===== src/rtl/fetch_ctrl_pkg.sv =====
// fetch_ctrl_pkg: shared types and constants for the fetch sequencer.
//   fetch_state_e : sequencer state encoding
//   PC_INC        : sequential fetch stride in bytes
//   REG_W         : register specifier width
package fetch_ctrl_pkg;

  typedef enum logic [1:0] {
    ST_BOOT      = 2'd0,
    ST_RUN       = 2'd1,
    ST_LU_STALL  = 2'd2,
    ST_IMEM_WAIT = 2'd3
  } fetch_state_e;

  localparam logic [31:0] PC_INC = 32'd4;
  localparam int          REG_W  = 5;

endpackage


===== src/rtl/hazard_detect.sv =====
// hazard_detect: combinational load-use hazard compare.
// Ports:
//   ex_mem_read_i : instruction in EX is a load
//   ex_rt_i       : destination register of that load
//   id_rs_i       : Rs of the instruction in ID
//   id_rt_i       : Rt of the instruction in ID
//   id_uses_rt_i  : instruction in ID reads Rt as a source
//   lu_o          : load-use hazard present
module hazard_detect
  import fetch_ctrl_pkg::*;
(
  input  logic             ex_mem_read_i,
  input  logic [REG_W-1:0] ex_rt_i,
  input  logic [REG_W-1:0] id_rs_i,
  input  logic [REG_W-1:0] id_rt_i,
  input  logic             id_uses_rt_i,
  output logic             lu_o
);

  // $0 is hardwired to zero, so a load targeting it never creates a dependency.
  assign lu_o = ex_mem_read_i && (ex_rt_i != '0) &&
                ((ex_rt_i == id_rs_i) || (id_uses_rt_i && (ex_rt_i == id_rt_i)));

endmodule


===== src/rtl/fetch_ctrl.sv =====
// fetch_ctrl: next-PC sequencer and hazard controller beside the IF PC register.
// Ports:
//   clk, rst            : clock, synchronous active-high reset
//   PC                  : current PC register value
//   IMem_Ready          : instruction memory delivers a word this cycle
//   IF_ID_Rs/Rt/UsesRt  : source operands of the instruction in ID
//   ID_EX_MemRead/Rt    : load in EX and its destination
//   Branch_Taken/Target : taken branch resolved in ID
//   Jump/Jump_Target    : jump in ID
//   Next_Instruction    : value the PC register loads at the next edge
//   PCWrite, IF_ID_Write, IF_Flush, ID_EX_Bubble : pipeline control (combinational)
//   Stall_Cnt, Flush_Cnt: saturating event counters
//
// state        | meaning
// ST_BOOT      | load RESET_PC, flush IF/ID
// ST_RUN       | normal fetch, hazard detection active
// ST_LU_STALL  | one cycle after a load-use stall, hazard detection masked
// ST_IMEM_WAIT | instruction memory stalled, redirect held in pending register
module fetch_ctrl
  import fetch_ctrl_pkg::*;
#(
  parameter logic [31:0] RESET_PC = 32'h0000_0000,
  parameter int          CNT_W    = 16
) (
  input  logic             clk,
  input  logic             rst,
  input  logic [31:0]      PC,
  input  logic             IMem_Ready,
  input  logic [REG_W-1:0] IF_ID_Rs,
  input  logic [REG_W-1:0] IF_ID_Rt,
  input  logic             IF_ID_UsesRt,
  input  logic             ID_EX_MemRead,
  input  logic [REG_W-1:0] ID_EX_Rt,
  input  logic             Branch_Taken,
  input  logic [31:0]      Branch_Target,
  input  logic             Jump,
  input  logic [31:0]      Jump_Target,
  output logic [31:0]      Next_Instruction,
  output logic             PCWrite,
  output logic             IF_ID_Write,
  output logic             IF_Flush,
  output logic             ID_EX_Bubble,
  output logic [CNT_W-1:0] Stall_Cnt,
  output logic [CNT_W-1:0] Flush_Cnt
);

  fetch_state_e     state_q, state_d;
  logic             pend_valid_q, pend_valid_d;
  logic [31:0]      pend_target_q, pend_target_d;
  logic [CNT_W-1:0] stall_cnt_q, stall_cnt_d;
  logic [CNT_W-1:0] flush_cnt_q, flush_cnt_d;

  logic        lu;
  logic        redirect;
  logic [31:0] redirect_target;
  logic [31:0] pc_seq;
  logic        stall_inc;
  logic        flush_inc;

  hazard_detect u_hazard_detect (
    .ex_mem_read_i (ID_EX_MemRead),
    .ex_rt_i       (ID_EX_Rt),
    .id_rs_i       (IF_ID_Rs),
    .id_rt_i       (IF_ID_Rt),
    .id_uses_rt_i  (IF_ID_UsesRt),
    .lu_o          (lu)
  );

  // Jump outranks a simultaneous taken branch.
  assign redirect        = Jump | Branch_Taken;
  assign redirect_target = Jump ? Jump_Target : Branch_Target;
  assign pc_seq          = PC + PC_INC;

  always_comb begin
    Next_Instruction = PC;
    PCWrite          = 1'b0;
    IF_ID_Write      = 1'b1;
    IF_Flush         = 1'b0;
    ID_EX_Bubble     = 1'b0;
    state_d          = state_q;
    pend_valid_d     = pend_valid_q;
    pend_target_d    = pend_target_q;
    stall_inc        = 1'b0;
    flush_inc        = 1'b0;

    if (rst) begin
      Next_Instruction = RESET_PC;
      PCWrite          = 1'b1;
      IF_Flush         = 1'b1;
    end else begin
      case (state_q)
        ST_BOOT: begin
          Next_Instruction = RESET_PC;
          PCWrite          = 1'b1;
          IF_Flush         = 1'b1;
          state_d          = ST_RUN;
        end

        ST_RUN, ST_LU_STALL: begin
          state_d = ST_RUN;
          // Redirects are ignored during the stall; the branch re-resolves next cycle.
          if ((state_q == ST_RUN) && lu) begin
            IF_ID_Write  = 1'b0;
            ID_EX_Bubble = 1'b1;
            stall_inc    = 1'b1;
            state_d      = ST_LU_STALL;
          end else if (redirect) begin
            Next_Instruction = redirect_target;
            IF_Flush         = 1'b1;
            flush_inc        = 1'b1;
            if (IMem_Ready) begin
              PCWrite = 1'b1;
            end else begin
              pend_valid_d  = 1'b1;
              pend_target_d = redirect_target;
              state_d       = ST_IMEM_WAIT;
            end
          end else if (!IMem_Ready) begin
            IF_Flush = 1'b1;
            state_d  = ST_IMEM_WAIT;
          end else begin
            Next_Instruction = pc_seq;
            PCWrite          = 1'b1;
          end
        end

        ST_IMEM_WAIT: begin
          IF_Flush = 1'b1;
          if (redirect) begin
            pend_valid_d  = 1'b1;
            pend_target_d = redirect_target;
            flush_inc     = 1'b1;
          end
          if (IMem_Ready) begin
            // A redirect arriving on the ready cycle is the newest and wins.
            if (redirect) begin
              Next_Instruction = redirect_target;
            end else if (pend_valid_q) begin
              Next_Instruction = pend_target_q;
            end else begin
              Next_Instruction = pc_seq;
            end
            IF_Flush     = redirect | pend_valid_q;
            PCWrite      = 1'b1;
            pend_valid_d = 1'b0;
            state_d      = ST_RUN;
          end
        end

        default: state_d = ST_BOOT;
      endcase
    end

    stall_cnt_d = (stall_inc && (stall_cnt_q != '1)) ? stall_cnt_q + CNT_W'(1) : stall_cnt_q;
    flush_cnt_d = (flush_inc && (flush_cnt_q != '1)) ? flush_cnt_q + CNT_W'(1) : flush_cnt_q;
  end

  always_ff @(posedge clk) begin
    if (rst) begin
      state_q       <= ST_BOOT;
      pend_valid_q  <= 1'b0;
      pend_target_q <= '0;
      stall_cnt_q   <= '0;
      flush_cnt_q   <= '0;
    end else begin
      state_q       <= state_d;
      pend_valid_q  <= pend_valid_d;
      pend_target_q <= pend_target_d;
      stall_cnt_q   <= stall_cnt_d;
      flush_cnt_q   <= flush_cnt_d;
    end
  end

  assign Stall_Cnt = stall_cnt_q;
  assign Flush_Cnt = flush_cnt_q;

endmodule


===== config.mk =====
export PLATFORM = sky130hd
export DESIGN_NAME = fetch_ctrl
export DESIGN_NICKNAME = d
export VERILOG_FILES = /design/src/rtl/fetch_ctrl_pkg.sv /design/src/rtl/hazard_detect.sv /design/src/rtl/fetch_ctrl.sv
export SDC_FILE = /design/constraint.sdc
export NUM_CORES = 1
export LEC_CHECK = 0
export ABC_CLOCK_PERIOD_IN_PS = 3800
export CORE_MARGIN = 3
export CORE_UTILIZATION = 48
export DETAILED_ROUTE_END_ITERATION = 12
export PLACE_DENSITY_LB_ADDON = 0.1
export SYNTH_ARGS = -nofsm -noshare
export SYNTH_HDL_FRONTEND = slang
export SYNTH_SLANG_ARGS = --single-unit

===== constraint.sdc =====
create_clock -name clk -period 3.8 [get_ports clk]
set_clock_uncertainty 0.2 [all_clocks]
set_input_delay 0.76 -clock clk [delete_from_list [all_inputs] [get_ports clk]]
set_output_delay 0.76 -clock clk [all_outputs]
set_load 0.02 [all_outputs]

# Word level (Yosys, flattened, before mapping)
# Cells that the tools add are included.
[word_totals]
register_bits = 67
input_bits = 118
out_inout_bits = 68
[classes]
add_sub_neg = 3
n_eq_ne = 13
n_mux = 44
n_bitwise = 2
reduce_logical = 13
[ops]
columns = ["cell", "n"]
rows = [
  ["two-way mux 32 bit", 12],
  ["one-hot mux 32 bit (3 select lines)", 1],
  ["one-hot mux 32 bit (2 select lines)", 1],
  ["adder 16 x 1 -> 16 bit (second input constant)", 2],
  ["adder 32 x 3 -> 32 bit (second input constant)", 1],
  ["!= test 16 bit (second input constant)", 2],
  ["two-way mux 1 bit", 22],
  ["equality test 5 bit", 2],
  ["!= test 2 bit (second input constant)", 5],
  ["AND reduction 5 bit", 2],
  ["logical AND 1 bit", 6],
  ["two-way mux 2 bit", 3],
  ["one-hot mux 1 bit (3 select lines)", 2],
  ["one-hot mux 2 bit (3 select lines)", 1],
  ["nonzero test 5 bit", 1],
  ["equality test 2 bit (second input constant)", 2],
  ["one-hot mux 1 bit (2 select lines)", 2],
  ["!= test 3 bit (second input constant)", 1],
  ["equality test 2 x 1 -> 1 bit (second input constant)", 1],
  ["zero test 2 bit", 1],
  ["bitwise OR 1 bit", 2],
  ["nonzero test 2 bit", 1],
  ["OR reduction 2 bit", 1],
  ["logical OR 1 bit", 1],
]

# Logic depth before layout (Yosys ltp)
# Gate-level depths: netlist (run 1).
[logic_depth]
depth_word = 9
depth_mapped = 10
ltp_nobuf = 8

# Modules after synthesis
# From an unflattened synthesis (run 1), not the netlist that was laid out.
[unflattened]
hier_cells = 788
hier_area_um2 = 5519.0
[by_module_without_submodules]
columns = ["module", "n_inst", "cells_each", "area_each_um2", "seq_area_each_um2"]
rows = [
  ["fetch_ctrl", 1, 771, 5386.4, 1341.3],
  ["hazard_detect", 1, 17, 132.6, 0.0],
]

# Worst setup path after synthesis (run 1)
# OpenSTA, ideal clock, no wires.
[synth_timing]
path_kind = "input to output"
start = "in ID_EX_Rt[0]"
end = "out Next_Instruction[11]"
arrival_ps = 2717
t_required_ps = 2840
path_slack_ps = 123
path_stages = 7
n_path_buf = 2
path_cell_list = "or4_4 > o211ai_4 > or2_1 > buf_6 > nand3_4 > buf_6 > o311ai_1"
[synth_between]
elab_chain_cells = 8
elab_cells_between_ends = 11
[synth_lines]
columns = ["item", "line", "rtl"]
rows = [
  ["start, declared", "fetch_ctrl.sv:33", "input logic [REG_W-1:0] ID_EX_Rt,"],
  ["equality test 5 bit", "hazard_detect.sv:22", "((ex_rt_i == id_rs_i) || (id_uses_rt_i && (ex_rt_i == id_rt_i)));"],
  ["logical AND 1 bit", "hazard_detect.sv:22", ""],
  ["logical OR 1 bit", "hazard_detect.sv:22", ""],
  ["logical AND 1 bit (*)", "hazard_detect.sv:21", "assign lu_o = ex_mem_read_i && (ex_rt_i != '0) &&"],
  ["logical AND 1 bit (*)", "fetch_ctrl.sv:102", "if ((state_q == ST_RUN) && lu) begin"],
  ["two-way mux 32 bit (*)", "fetch_ctrl.sv:102", ""],
  ["one-hot mux 32 bit (3 select lines) (*)", "fetch_ctrl.sv:91", "case (state_q)"],
  ["two-way mux 32 bit (*)", "fetch_ctrl.sv:86", "if (rst) begin"],
  ["end, declared", "fetch_ctrl.sv:38", "output logic [31:0] Next_Instruction,"],
]
# Mark *: on every way between the ends. The rest lies on a longest branch, timed or not.

# Final worst setup path (run 1)
[layout_timing]
start = "in Jump"
end = "out Next_Instruction[6]"
[layout_between]
elab_chain_cells = 5
elab_cells_between_ends = 8
[layout_lines]
columns = ["item", "line", "rtl"]
rows = [
  ["start, declared", "fetch_ctrl.sv:36", "input logic Jump,"],
  ["two-way mux 32 bit or bitwise OR 1 bit (tied branches)", "fetch_ctrl.sv:71, fetch_ctrl.sv:70", ""],
  ["two-way mux 32 bit (on tied branches)", "fetch_ctrl.sv:136, fetch_ctrl.sv:107", ""],
  ["two-way mux 32 bit (on tied branches)", "fetch_ctrl.sv:134, fetch_ctrl.sv:102", ""],
  ["one-hot mux 32 bit (3 select lines) (*)", "fetch_ctrl.sv:91", ""],
  ["two-way mux 32 bit (*)", "fetch_ctrl.sv:86", ""],
]
# Marked as above.

==> flow_summary.json, run 1 <==
{
  "floorplan.rows": 39,
  "floorplan.die.height_um": 115,
  "timing.rr.end": "Flush_Cnt[0]",
  "setup.worst_path.start_class": "input port",
  "synth_seq_cells": 67,
  "yosysSeqAreaShare_pct": 23.5,
  "core_region_area_sq_mm": 0.0115,
  "ff2ff_setup_slack_ns": 1.02,
  "antenna_cells_inserted": 0,
  "post_synth_num_cell_types": 81,
  "cts_buffer_depth": 2,
  "netlist_area_sq_mm": 0.00570,
  "final.period_utilization_pct": 99.2,
  "setup_viol_count_final": 0,
  "finalCriticalPeriod_ns": 3.77,
  "drc": 0,
  "worst_hold_slack_ns": 0.292,
  "final_nets": 1222,
  "die_w_um": 115,
  "half_perimeter_wire_length_of_the_detailed_placement_result_um": 17400,
  "synth.top_cell.area_share_pct": 23.5,
  "route.final.wire_length_um": 24200,
  "hold_path.class": "reg -> reg",
  "synth-async-reset-ratio_pct": 0,
  "pin_count_of_the_biggest_net_entering_global_routing": 71,
  "ir_worst_vdd_uv": 256,
  "routed_vias": 7616,
  "hold_path_depth": 1,
  "hold_path.startpoint": "Flush_Cnt[4]",
  "ys.warnings.count": 0,
  "top_level_ports": 186,
  "slew_violations": 0,
  "clk_root_buffer_cell": "sky130_fd_sc_hd__clkbuf_16",
  "crit-reg2reg-launch": "state_q[0]",
  "final.setup.tns_ns": 0,
  "cap_viol_max_count": 0,
  "slew-limit-headroom_pct": 46.3,
  "category_of_the_worst_setup_path_capture_point": "output pin",
  "detail_route.vias_per_cell": 6.11,
  "critPathMaxFanout": 3,
  "whs_endpoint": "Flush_Cnt[4]",
  "cp.arrival_ns": 2.81,
  "drt_iter0_markers": 802,
  "required_ns": 2.84,
  "grt_first_pass_wirelength_um": 37400,
  "cts.reportedPaths.clkPinSlew_ns": 0.06,
  "setup_repair_after_global_routing_missed_its_margin": "yes",
  "vias_in_the_first_global_route": 7485,
  "hold_viol_final": 0,
  "reg2reg_depth": 10,
  "synth.top_cells.by_area": "sky130_fd_sc_hd__dfxtp_1, sky130_fd_sc_hd__nor2_1, sky130_fd_sc_hd__a211oi_1",
  "drt_first_pass_iters": 7,
  "fmax_mhz": 265,
  "globalRouteOverflowTotal": 0,
  "clock_sinks": 67,
  "worstSkewPairLatency_ns": 0.35,
  "final_common_cell": "sky130_fd_sc_hd__buf_4",
  "avgSynthCellArea_sq_um": 7.29,
  "cts_hold_buffers": 0,
  "tritoncts.num_buffers": 9,
  "place_congestion": 0.998,
  "tightestPinTransition_ns": 0.806,
  "netlist_instances": 782,
  "fill_cells": 791,
  "number_of_antenna_violations_at_the_first_check_in_global_routing": 0,
  "htreeDepth": 3,
  "power_per_cell_area_mw_per_mm2": 255,
  "dp_cells": 1219,
  "yosys_most_used_dff": "sky130_fd_sc_hd__dfxtp_1",
  "post_route_cells_drive_above_1_share_pct": 28.5,
  "status": "finished, final reports clean",
  "initial_core_util_pct": 49.5,
  "mostFrequentLayoutCells": "sky130_fd_sc_hd__buf_4, sky130_fd_sc_hd__nor2_1, sky130_fd_sc_hd__clkdlybuf4s50_1",
  "synth_enable_flop_cells": 0,
  "design.die.area_sq_mm": 0.0132,
  "antenna_left": 0,
  "postSynthNetCount": 906,
  "total_routing_usage_gr_pct": 35.4,
  "clock_tree_from_tritoncts": "done",
  "avgRoutedWirePerCell_um": 19.4,
  "synth_area_leader_cell": "sky130_fd_sc_hd__dfxtp_1",
  "fin_cells": 1246,
  "synthToLayoutAreaGrowth_pct": 64.8,
  "worst-setup-path-type": "in -> out",
  "leakagePower_nw": 3.78,
  "power.total_mw": 2.40,
  "port_buffers": 185
}
Yosys cell counts, drive strengths merged (2+ instances only):
master / count
nand4: 17
a21o: 2
a221o: 3
or4: 7
and3: 9
a211o: 11
nor2b: 2
xor2: 34
a2111oi: 14
mux2: 2
nand2b: 3
nand3: 37
nor3: 20
o311ai: 3
o2111ai: 2
or3: 6
a31oi: 2
ha: 6
nor2: 128
o21ai: 32
mux2i: 4
dfxtp: 67
o31a: 2
clkbuf: 33
buf: 25
and4: 6
or2: 6
a22oi: 2
and2: 10
a22o: 2
o31ai: 14
nor4: 8
a21oi: 39
o21a: 2
xnor2: 37
o211ai: 6
nand2: 62
o22ai: 33
inv: 18
a211oi: 49
state kept, by name (all words and copies together), names as in the netlist:
register / cells
pend_target_q: 32
Flush_Cnt: 16
Stall_Cnt: 16
state_q: 2
pend_valid_q: 1
metal layers:
metal / global-route usage [%] / up-vias / wire length, um
met5: 0 / - / 0
li1: - / 3517 / -
met4: 14.1 / 0 / 526
met3: 5.74 / 55 / 2520
met1: 47.0 / 3559 / 9830
met2: 57.4 / 485 / 11300
critical path, stage by stage:
cell and delay [ns]:
sky130_fd_sc_hd__clkdlybuf4s50_1 0.49, sky130_fd_sc_hd__inv_1 0.08, sky130_fd_sc_hd__nand2_1 0.10, sky130_fd_sc_hd__buf_4 0.16
sky130_fd_sc_hd__o22ai_1 0.13, sky130_fd_sc_hd__or2_2 0.35, sky130_fd_sc_hd__buf_4 0.15, sky130_fd_sc_hd__a211o_1 0.30
sky130_fd_sc_hd__nand3_1 0.13, sky130_fd_sc_hd__buf_4 0.16
timing repair:
| item | in CTS | in global routing |
|---|---|---|
| gates resized for setup | 241 | 72 |
| buffers inserted | 8 | 3 |
| pin swaps | 37 | 34 |
| setup endpoints to repair | 36 | 33 |
worst max path at each step:
stage	startpoint	to	slack (ns)	cells after the start
final	Jump	Next_Instruction[6]	0.03	10
after floorplan	ID_EX_Rt[0]	Next_Instruction[11]	0.12	7
after CTS	ID_EX_Rt[1]	Next_Instruction[15]	0.0003	10
after detailed placement	ID_EX_Rt[3]	Next_Instruction[29]	-0.84	9
after global routing	ID_EX_Rt[2]	Next_Instruction[15]	-0.07	11
after global placement	PC[2]	Next_Instruction[14]	-0.78	11
kinds of logic after synthesis:
| group | synth area share (%) |
|---|---|
| xor gates and xnor gates | 10.9 |
| and+or+nand+nor | 27.7 |
| AOI/OAI and AO/OA | 29.2 |
| buffers and inverters | 6.16 |
| muxes | 1.16 |
| adders and majority gates | 1.32 |
| DFF | 23.5 |
through the flow:
step / utilization [%] / worst slack, ns / cell area (sq um)
2_1_floorplan: - / 0.123 / 5700
3_3_place_gp: 76.4 / -0.784 / 8800
3_5_place_dp: 76.4 / -0.840 / 8800
4_1_cts: 80.1 / 0.000301 / 9220
5_1_grt: 81.6 / -0.0695 / 9400
6_report: 81.6 / 0.0307 / 9400
final cells by class:
class                      count  area, sq um  share of cell area [%]
sequential                    67         1340                    14.3
multi-input combinational    638         4340                    46.2
clock buffer                  10          229                    2.44
inverter                      19         71.3                   0.759
clock inverter                 6         73.8                   0.785
tap                          143          179                    1.90
timing repair buffer         363         3160                    33.6
where the power goes:
part	total [mW]	internal, mW	switching (mW)	leakage, nW
combinational	0.763	0.367	0.395	3.09
clock	0.872	0.516	0.356	0.148
sequential	0.763	0.739	0.0246	0.546
Note: power is estimated with default switching activity, not from simulation.
==> run 2, diff against run 1 <==
--- a/config.mk
+++ b/config.mk
@@ -10,6 +10,7 @@
 export CORE_UTILIZATION = 48
 export DETAILED_ROUTE_END_ITERATION = 12
 export PLACE_DENSITY_LB_ADDON = 0.1
+export SKIP_LAST_GASP = 1
 export SYNTH_ARGS = -nofsm -noshare
 export SYNTH_HDL_FRONTEND = slang
 export SYNTH_SLANG_ARGS = --single-unit
==> run 2 against run 1 <==
Against the previous run:
- power up 0.11%
- sequential cell count stayed put
- via count grew 1.1%
- largest power group unchanged
- combinational power hardly changed
- die area stayed put
- maximum frequency is 0.18% lower
- first-iteration DRC count down 0.50%
==> flow_summary.json, run 2 (synthesis gave the netlist of run 1 again) <==
{
  "hold_path.class": "reg -> reg",
  "vias_in_the_first_global_route": 7485,
  "mostFrequentLayoutCells": "sky130_fd_sc_hd__buf_4, sky130_fd_sc_hd__nor2_1, sky130_fd_sc_hd__clkdlybuf4s50_1",
  "fmax_mhz": 265,
  "grt_first_pass_wirelength_um": 37400,
  "comb_power_share_pct": 31.7,
  "sw_frac_of_total_pct": 32.4,
  "power_frac_clock_pct": 36.5,
  "crit_slowest_cell": "sky130_fd_sc_hd__clkdlybuf4s50_1",
  "htreeDepth": 3,
  "layout_setup_ws_ns": 0.0238,
  "critPathLaunch": "Jump",
  "p_int_mw": 1.62,
  "antenna_left": 0,
  "power_per_cell_area_mw_per_mm2": 256,
  "initial_core_util_pct": 49.5,
  "timing.critical_path.cells": "clkdlybuf4s50_1 > inv_1 > nand2_1 > buf_4 > o22ai_1 > or2_2 > a2111oi_2 > o21ai_1 > nand3_1 > buf_4",
  "core_region_area_sq_mm": 0.0115,
  "synthToLayoutAreaGrowth_pct": 64.6,
  "design.die.area_sq_mm": 0.0132,
  "clock_tree_from_tritoncts": "done",
  "floorplan.rows": 39,
  "setup_repair_after_global_routing_missed_its_margin": "yes",
  "timing.critical_path.buf_inv": 4,
  "slew-limit-headroom_pct": 45.7,
  "avgRoutedWirePerCell_um": 19.4,
  "leakagePower_nw": 3.78,
  "place_congestion": 0.998,
  "pin_count_of_the_biggest_net_entering_global_routing": 71,
  "die_w_um": 115,
  "post_route_cells_drive_above_1_share_pct": 28.5,
  "critPathMaxFanout": 3,
  "setup_viol_count_final": 0,
  "largest_register_ffs": 32,
  "slew_violations": 0,
  "ff2ff_setup_slack_ns": 1.02,
  "port_buffers": 185,
  "finalCriticalPeriod_ns": 3.78,
  "worstSkewPairLatency_ns": 0.35,
  "route.final.wire_length_um": 24100,
  "worst-setup-path-type": "in -> out",
  "hold_path_depth": 1,
  "final.period_utilization_pct": 99.4,
  "final_common_cell": "sky130_fd_sc_hd__buf_4",
  "reg2reg_depth": 10,
  "tritoncts.num_buffers": 9,
  "clk_root_buffer_cell": "sky130_fd_sc_hd__clkbuf_16",
  "globalRouteOverflowTotal": 0,
  "whs_endpoint": "Flush_Cnt[4]",
  "hold_viol_final": 0,
  "floorplan.die.height_um": 115,
  "drt_first_pass_iters": 8,
  "category_of_the_worst_setup_path_capture_point": "output pin",
  "family_with_the_most_delay_on_the_worst_path": "buffers and inverters",
  "regMostFlops": "pend_target_q",
  "total_routing_usage_gr_pct": 35.4,
  "detail_route.vias_per_cell": 6.18,
  "routed_vias": 7701,
  "timing.rr.end": "Flush_Cnt[0]",
  "crit-reg2reg-launch": "state_q[0]",
  "cap_viol_max_count": 0,
  "cts_buffer_depth": 2,
  "hold_path.startpoint": "Flush_Cnt[4]",
  "required_ns": 2.84,
  "netSwitchingPower_mw": 0.779,
  "antenna_cells_inserted": 0,
  "max_stage_delay_ns": 0.49,
  "top_level_ports": 186,
  "drc": 0,
  "dp_slack_ns": -0.840,
  "cts.reportedPaths.clkPinSlew_ns": 0.06,
  "setup.worst_path.start_class": "input port",
  "tightestPinTransition_ns": 0.815,
  "ir_worst_vdd_uv": 256,
  "final_nets": 1222,
  "power_frac_seq_pct": 31.8,
  "half_perimeter_wire_length_of_the_detailed_placement_result_um": 17400,
  "cpMostUsedCell": "sky130_fd_sc_hd__buf_4",
  "drt_iter0_markers": 798,
  "status": "finished, final reports clean",
  "number_of_antenna_violations_at_the_first_check_in_global_routing": 0,
  "cp.arrival_ns": 2.82,
  "fin_cells": 1246,
  "clock_sinks": 67,
  "dp_cells": 1219
}
==> run 2: changes by cell type in the layout (fill, tap and decap cells not counted) <==
cell                              delta
sky130_fd_sc_hd__clkdlybuf4s15_2     +1
sky130_fd_sc_hd__buf_6               +1
sky130_fd_sc_hd__a2111oi_4           -1
sky130_fd_sc_hd__buf_8               -1
sky130_fd_sc_hd__a2111oi_2           +1
sky130_fd_sc_hd__buf_2               -1
==> run 2: how the worst max path moves through the flow <==
stage | endpoint | slack (ns) | cells after the start
floorplan | Next_Instruction[11] | 0.12 | 7
global placement | Next_Instruction[14] | -0.78 | 11
detailed placement | Next_Instruction[29] | -0.84 | 9
CTS | Next_Instruction[15] | 0.0003 | 10
global route | Next_Instruction[15] | -0.07 | 11
finish | Next_Instruction[6] | 0.02 | 10
==> run 2: layer usage <==
layer | share of wire (%) | global-route usage (%)
met1 | 42 | 47.0
met2 | 47 | 57.4
met3 | 9.6 | 5.74
met4 | 2.3 | 14.1
met5 | 0 | 0
==> run 2: final cells by class <==
| type | count | area (sq um) |
|---|---|---|
| Tap cell | 143 | 179 |
| Clock inverter | 6 | 73.8 |
| Fill cell | 787 | 2130 |
| Inverter | 19 | 71.3 |
| Sequential cell | 67 | 1340 |
| Multi-Input combinational cell | 638 | 4330 |
| Clock buffer | 10 | 229 |
| Timing Repair Buffer | 363 | 3160 |
==> run 2: per-stage QoR <==
step	hold WS, ns	utilization, %	TNS [ns]	power, mW	instance area, sq um
after global routing	0.321	81.5	-0.202	2.48	9390
after floorplan	0.274	-	0	1.10	5700
after detailed placement	0.284	76.4	-26.06	1.50	8800
after global placement	0.269	76.4	-23.59	1.49	8800
after CTS	0.298	80.1	0	2.36	9220
final	0.299	81.5	0	2.40	9390
==> run 2: timing repair <==
item	4_1_cts	5_1_grt
pin swaps	37	34
setup endpoints to repair	36	33
gates resized for setup	241	69
setup buffers	8	3
hold buffers	0	0
==> run 2: worst register-to-register path, stage by stage (launching register included) <==
cell and delay [ns]:
sky130_fd_sc_hd__dfxtp_1 0.39, sky130_fd_sc_hd__inv_1 0.06, sky130_fd_sc_hd__ha_1 0.46, sky130_fd_sc_hd__o21a_4 0.21, sky130_fd_sc_hd__buf_4 0.15, sky130_fd_sc_hd__buf_6 0.12
sky130_fd_sc_hd__buf_4 0.15, sky130_fd_sc_hd__o21ai_2 0.46, sky130_fd_sc_hd__buf_4 0.24, sky130_fd_sc_hd__xor2_1 0.15, sky130_fd_sc_hd__nor2_1 0.06
==> run 2: power by group through the flow <==
stage / clock [mW] / sequential, mW / combinational, mW
after floorplan: 0 / 0.770 / 0.330
after global routing: 0.903 / 0.766 / 0.809
final: 0.876 / 0.764 / 0.762
after CTS: 0.878 / 0.762 / 0.723
after global placement: 0 / 0.775 / 0.711
after detailed placement: 0 / 0.777 / 0.725
